File: config.mk
export PLATFORM = sky130hd
export DESIGN_NAME = imm_extend_queue
export DESIGN_NICKNAME = d
export VERILOG_FILES = /design/src/rtl/imm_extend_queue.sv
export SDC_FILE = /design/constraint.sdc
export NUM_CORES = 1
export LEC_CHECK = 0
export CAP_MARGIN = 20
export CORE_ASPECT_RATIO = 1.1
export CORE_MARGIN = 5
export CORE_UTILIZATION = 50
export DETAILED_ROUTE_END_ITERATION = 7
export GPL_TIMING_DRIVEN = 0
export PLACE_DENSITY = 0.77
export SYNTH_ARGS = -nofsm -noshare
export SYNTH_HDL_FRONTEND = slang
export SYNTH_SLANG_ARGS = --single-unit
File: constraint.sdc
create_clock -name clk -period 5.3 [get_ports clk]
set_input_delay 1.06 -clock clk [delete_from_list [all_inputs] [get_ports clk]]
set_output_delay 1.06 -clock clk [all_outputs]
set_load 0.03 [all_outputs]
File: src/rtl/imm_extend_queue.sv
// imm_extend_queue: immediate extender feeding a DEPTH-entry FIFO.
// Each immediate is extended (sign / zero / upper / sign-magnitude,
// with an optional left shift by 2) as it is presented, and the 32-bit
// result is buffered so decode can run ahead of the execute stage.
//
// Handshake (both sides): a transfer happens on a rising clk edge where
// valid and ready are both 1. in_ready depends only on the registered
// occupancy (and rst_n), never on out_ready, so a pop in the same cycle
// as a full queue does not open a slot until the following cycle.
// out_valid/out_data come straight from storage, so an item pushed at
// edge N appears after edge N, and the head holds steady while stalled.
module imm_extend_queue #(
  parameter int IN_WIDTH  = 16,
  parameter int OUT_WIDTH = 32,
  parameter int DEPTH     = 4,
  parameter int CNT_WIDTH = 3
) (
  input  logic                 clk,
  input  logic                 rst_n,
  input  logic                 in_valid,
  output logic                 in_ready,
  input  logic [IN_WIDTH-1:0]  in_imm,
  input  logic [1:0]           in_mode,
  input  logic                 in_shl2,
  output logic                 out_valid,
  input  logic                 out_ready,
  output logic [OUT_WIDTH-1:0] out_data,
  output logic [CNT_WIDTH-1:0] count
);

  localparam int E     = OUT_WIDTH - IN_WIDTH;
  localparam int PTR_W = (DEPTH > 1) ? $clog2(DEPTH) : 1;
  localparam logic [CNT_WIDTH-1:0] FULL_CNT = CNT_WIDTH'(DEPTH);
  localparam logic [PTR_W-1:0]     LAST_PTR = PTR_W'(DEPTH - 1);

  logic [OUT_WIDTH-1:0] ext_raw;
  logic [OUT_WIDTH-1:0] ext_res;

  logic [OUT_WIDTH-1:0] mem_q [DEPTH];
  logic [PTR_W-1:0]     wr_ptr_q, wr_ptr_d;
  logic [PTR_W-1:0]     rd_ptr_q, rd_ptr_d;
  logic [CNT_WIDTH-1:0] count_q, count_d;

  logic push;
  logic pop;

  // Extend the incoming immediate according to its mode, then optionally
  // scale it to a word offset (bits shifted past the MSB are dropped).
  always_comb begin
    ext_raw = '0;
    case (in_mode)
      2'b00:   ext_raw = {{E{in_imm[IN_WIDTH-1]}}, in_imm};
      2'b01:   ext_raw = {{E{1'b0}}, in_imm};
      2'b10:   ext_raw = {in_imm, {E{1'b0}}};
      default: ext_raw = {in_imm[IN_WIDTH-1], {E{1'b0}}, in_imm[IN_WIDTH-2:0]};
    endcase
    ext_res = in_shl2 ? (ext_raw << 2) : ext_raw;
  end

  assign in_ready  = rst_n && (count_q != FULL_CNT);
  assign out_valid = (count_q != '0);
  assign out_data  = mem_q[rd_ptr_q];
  assign count     = count_q;

  assign push = in_valid && in_ready;
  assign pop  = out_valid && out_ready;

  // Next pointer and occupancy values; pointers wrap at DEPTH-1 so any
  // DEPTH works, not only powers of two.
  always_comb begin
    wr_ptr_d = wr_ptr_q;
    rd_ptr_d = rd_ptr_q;
    count_d  = count_q;
    if (push) begin
      wr_ptr_d = (wr_ptr_q == LAST_PTR) ? '0 : wr_ptr_q + 1'b1;
    end
    if (pop) begin
      rd_ptr_d = (rd_ptr_q == LAST_PTR) ? '0 : rd_ptr_q + 1'b1;
    end
    if (push && !pop) begin
      count_d = count_q + 1'b1;
    end else if (pop && !push) begin
      count_d = count_q - 1'b1;
    end
  end

  // Queue state; reset clears storage too so the head reads 0, not X.
  always_ff @(posedge clk) begin
    if (!rst_n) begin
      wr_ptr_q <= '0;
      rd_ptr_q <= '0;
      count_q  <= '0;
      for (int i = 0; i < DEPTH; i++) begin
        mem_q[i] <= '0;
      end
    end else begin
      wr_ptr_q <= wr_ptr_d;
      rd_ptr_q <= rd_ptr_d;
      count_q  <= count_d;
      if (push) begin
        mem_q[wr_ptr_q] <= ext_res;
      end
    end
  end

endmodule

; ---- After elaboration in Yosys (flattened, before gate mapping)
; Memory sizes are Yosys's and may differ from the RTL's. A register that Yosys moved wholly into a read port is not among the register bits.
; Cells that the tools add are included.
[word_totals]
memories = 1
elab_cells = 39
in_bits = 23
output_inout_bits = 37
ram_bits = 128
ff_bits = 7
[classes]
n_reduce_logical = 11
n_addsub = 4
n_mux = 15
eq_ne = 5
[mem_list]
columns = name, words, word_bits, read_ports, rd_clocked_by_memory_dff, write_ports, line_no
row1 = mem_q, 4, 32, 1, 1, 4, 39  ; logic [OUT_WIDTH-1:0] mem_q [DEPTH];
[op_table]
columns = cell, count
row1 = 32-bit case mux with 3 select lines, 1
row2 = 32-bit 2-to-1 mux, 2
row3 = 32-bit OR reduction, 1
row4 = 2-bit 2-to-1 mux, 5
row5 = "2-bit equality test, second input constant", 3
row6 = 3-bit 2-to-1 mux, 2
row7 = 1-bit logical AND, 5
row8 = 1-bit 2-to-1 mux, 5
row9 = "2-bit by 1-bit adder with 2-bit output, second input constant", 2
row10 = "3-bit by 1-bit adder with 3-bit output, second input constant", 1
row11 = "3-bit inequality test, second input constant", 1
row12 = 3-bit nonzero test, 1
row13 = "3-bit by 1-bit subtractor with 3-bit output, second input constant", 1
row14 = "2-bit by 1-bit equality test with 1-bit output, second input constant", 1
row15 = 1-bit zero test, 2
row16 = 2-bit zero test, 1
row17 = 2-bit nonzero test, 1

; ---- Longest topological paths before layout
; Gate-level depths: netlist (run 1).
[depth]
ltp_word = 8
depth_mapped = 10

; ---- Least setup slack after synthesis (run 1)
; OpenSTA, ideal clock, no wires.
[synth_path]
path_type = input to register
from = in rst_n
to = mem mem_q[3][0] (enable)
setup_time_ns = 0.466
path_stages = 4
path_buffers = 1
arrival_ns = 3.757
path_slack_ns = 1.078
required_ns = 4.834
cell_sequence = and2_1 > buf_4 > nand2_8 > o21ai_0
[synth_lines]
columns = element, line_no
row1 = from (decl), 19  ; input logic rst_n,
row2 = to (decl), 39

; ---- Worst setup path after layout (run 1)
[layout_path]
from = in rst_n
to = out in_ready
[layout_via]
elab_chain_cells = 1
[layout_rtl]
columns = element, line_no
row1 = 1-bit logical AND, 60  ; assign in_ready = rst_n && (count_q != FULL_CNT);
row2 = to (decl), 21  ; output logic in_ready,
; Every way passes these cells.

==> results of run 1 <==
==> metrics by stage <==
stage / TNS, ns / instances / instance area, um2
after global placement: -42.90 / 647 / 7060
after detailed placement: 0 / 648 / 7100
after global routing: 0 / 679 / 7640
after CTS: 0 / 679 / 7640
after floorplan: 0 / 431 / 6280
final: 0 / 679 / 7640
==> placed cells by master, fill, tap and decap left out, drive strengths merged <==
cell,count
fa,1
xnor2,1
nand2,13
and3b,2
a32oi,1
bufinv,2
a21o,13
nand4b,1
and2,3
nor2,130
clkbuf,20
o31ai,1
mux2i,15
and4b,1
edfxtp,128
ha,3
or3b,1
o22ai,1
o21a,1
nand2b,14
buf,26
xor2,1
mux2,1
a21boi,1
nor4,2
mux4,32
nor2b,4
clkinv,11
a211oi,1
inv,5
o21ai,6
clkdlybuf4s50,59
or3,2
o21bai,1
clkinvlp,1
nand3,8
dfxtp,9
==> layer usage <==
| layer | share of wire | vias to the layer above | wire length [um] |
|---|---|---|---|
| met4 | 0.021 | 0 | 288 |
| met1 | 0.39 | 1891 | 5400 |
| met2 | 0.53 | 148 | 7330 |
| met5 | 0 | - | 0 |
| met3 | 0.058 | 28 | 800 |
| li1 | - | 1740 | - |
==> cell type report <==
cell class	count	area, um2	share of cell area
inverters	5	18.8	0.00246
flip-flops and latches	137	4020	0.527
well taps	157	196	0.0257
clock buffers	17	425	0.0557
multi-input cells	261	2010	0.263
repair buffers	60	618	0.0809
plain buffers	28	235	0.0308
clock inverters	14	114	0.0149
==> sequential cells by signal, indices dropped and copies added (netlist names), named ones only <==
register	cells
wr_ptr_q	2
mem_q	128
count	3
rd_ptr_q	2
==> cell families (layout without fill, tap and decap cells) <==
kind of cell             count (synthesis)  in the layout
AND/OR/NAND/NOR                        181            181
adder cells (fa/ha/maj)                  4              4
buffers and inverters                   33            124
multiplexers                            48             48
XOR/XNOR                                 2              2
AO/OA/AOI/OAI                           26             26
flip-flops                             137            137
==> worst max-delay path: stages <==
cell and delay [ns]:
clkdlybuf4s50_1 0.57, clkbuf_1 0.49, and2_1 0.21, clkdlybuf4s50_1 0.69
==> final timing paths <==
check                                   end  slack [ns]  depth (start not counted)
worst max register to register     count[2]        2.94                          7
worst min-delay path            rd_ptr_q[1]        0.52                          2
worst max-delay path               in_ready        1.22                          4
worst min register to register  rd_ptr_q[1]        0.52                          2
==> power by group <==
part,internal [mW],switching (mW)
sequential,1.32,0.0550
combinational,0.486,0.624
clock,0.672,0.411
total,2.48,1.09
==> results.cfg, run 1 <==
[cells_and_area]
final_util = 0.612
fillers = 945
syn2layout_area_growth_pct = 21.7
nets = 537
n_antenna_cell = 0
drive_above_1_share = 0.176

[worst_setup_path]
cp-start-kind = primary input
crit_type = in -> out
cp_data_required_time_ns = 4.24
crit_path_start = rst_n
cp_max_fo = 10
cp-end-kind = output pin
r2r_start = count[0]
cp.arrival_ns = 3.02

[timing]
relSlewSlack = 0.390
post-route-period-util = 0.770
hold_viol = 0
max_freq_mhz = 245
holdWs_ns = 0.518
fin_crit_ns = 4.08
rsz0062_at_grt = no
drv_slew = 0
skew_ns = 0.00726
setup_viol_count_final = 0
tightestPinTransition_ns = 0.911
setup_slack_ns = 1.22

[synth]
synth-edff-count = 128
synthXorXnorAreaFrac = 0.00279
synthMuxAreaShare = 0.141
yosys.area_share.simple = 0.137
postSynthCellCount = 431
synth_area_um2 = 6280
syn-num-nets = 458
yosys_register_bits = 137
synthAdderAreaFrac = 0.00917
synthFlopType = edfxtp_1
yosysMostFrequentCell = nor2_1
synth-compound-area-share = 0.0295
yosys-top-cells-area = edfxtp_1 (61%), mux4_2 (11%), nor2_1 (7.8%), dfxtp_1 (2.9%), buf_6 (2.5%)
ys_warn_count = 0
yosys.area.top_type = edfxtp_1
synth-seq-area-share = 0.641
syn_avg_cell_area_um2 = 14.6
async_reset_ff_frac = 0
synth_commonest_cells = nor2_1 (130), edfxtp_1 (128), mux4_2 (32), mux2i_1 (15), buf_6 (14)
synth_top_family_by_area = multiplexers
synth_top_area_frac = 0.612
yosysUniqueCellTypes = 42

[worst_hold_path]
hold_start = rd_ptr_q[1]
hold_class = reg -> reg

[pwr]
power.total_mw = 3.57
leakage_nw = 2.81
ir_drop_mv = 0.328
power_density_nw_per_um2 = 467

[clocking]
cts_buffers = 17
cts_tree = built
ctsResizeCount = 0
clk_pin_slew_ns = 0.06
clk_latency_ns = 0.42
post_cts_buffers = 0
clockBufferDepth = 2
clockRootBuffer = clkbuf_16
cts_max_level = 4
cts_sinks = 137
cts-hold-fix-buffers = 0

[route]
ant_nets = 0
drt_wl_total_mm = 13.8
vias = 3807
drt_drc_violations_left = 0
post_drt_wl_per_cell_um = 20.3
dr.pass1.iters = 4
vias_per_cell = 5.61
drt_iter0_markers = 289

[die]
initial_utilization = 0.503
die_x_um = 117
fp.dieArea_um2 = 14900
core_area_um2 = 12500
fp.dieH_um = 128
rows = 43
pin_count = 60

[grt]
grt.total_usage = 0.197
antenna_found_initial = 0
grt_pass1_wl_mm = 21.4
grt_pass1_vias = 3983
grt_max_degree = 33
use_met3 = 0.0403
overflow = 0
use_met2 = 0.333
grt_busiest_layer = met2
grt_use_met1 = 0.249

[placed_design]
routabilityCongestion = 0.864
place_hpwl_mm = 8.97
pre_cts_slack_ns = 1.23
port_buffers = 59

[run]
drv_cap = 0

[status]
status = finished, final reports clean
No activity file was read; power rests on OpenSTA's default activity.
==> run 2, diff against run 1 <==
clock period = 4.1 ns   (was 5.3 ns; I/O delays follow)
==> results of run 2 <==
The final DEF is identical to that of run 1. Status: finished, final reports clean.
Main changes from that run: setup slack after placement 1.23 ns -> 0.511 ns; setup slack after layout 1.22 ns -> 0.501 ns; register-to-register setup slack 2.94 ns -> 1.74 ns; total power 3.57 mW -> 4.62 mW; worst IR drop on VDD 0.328 mV -> 0.423 mV
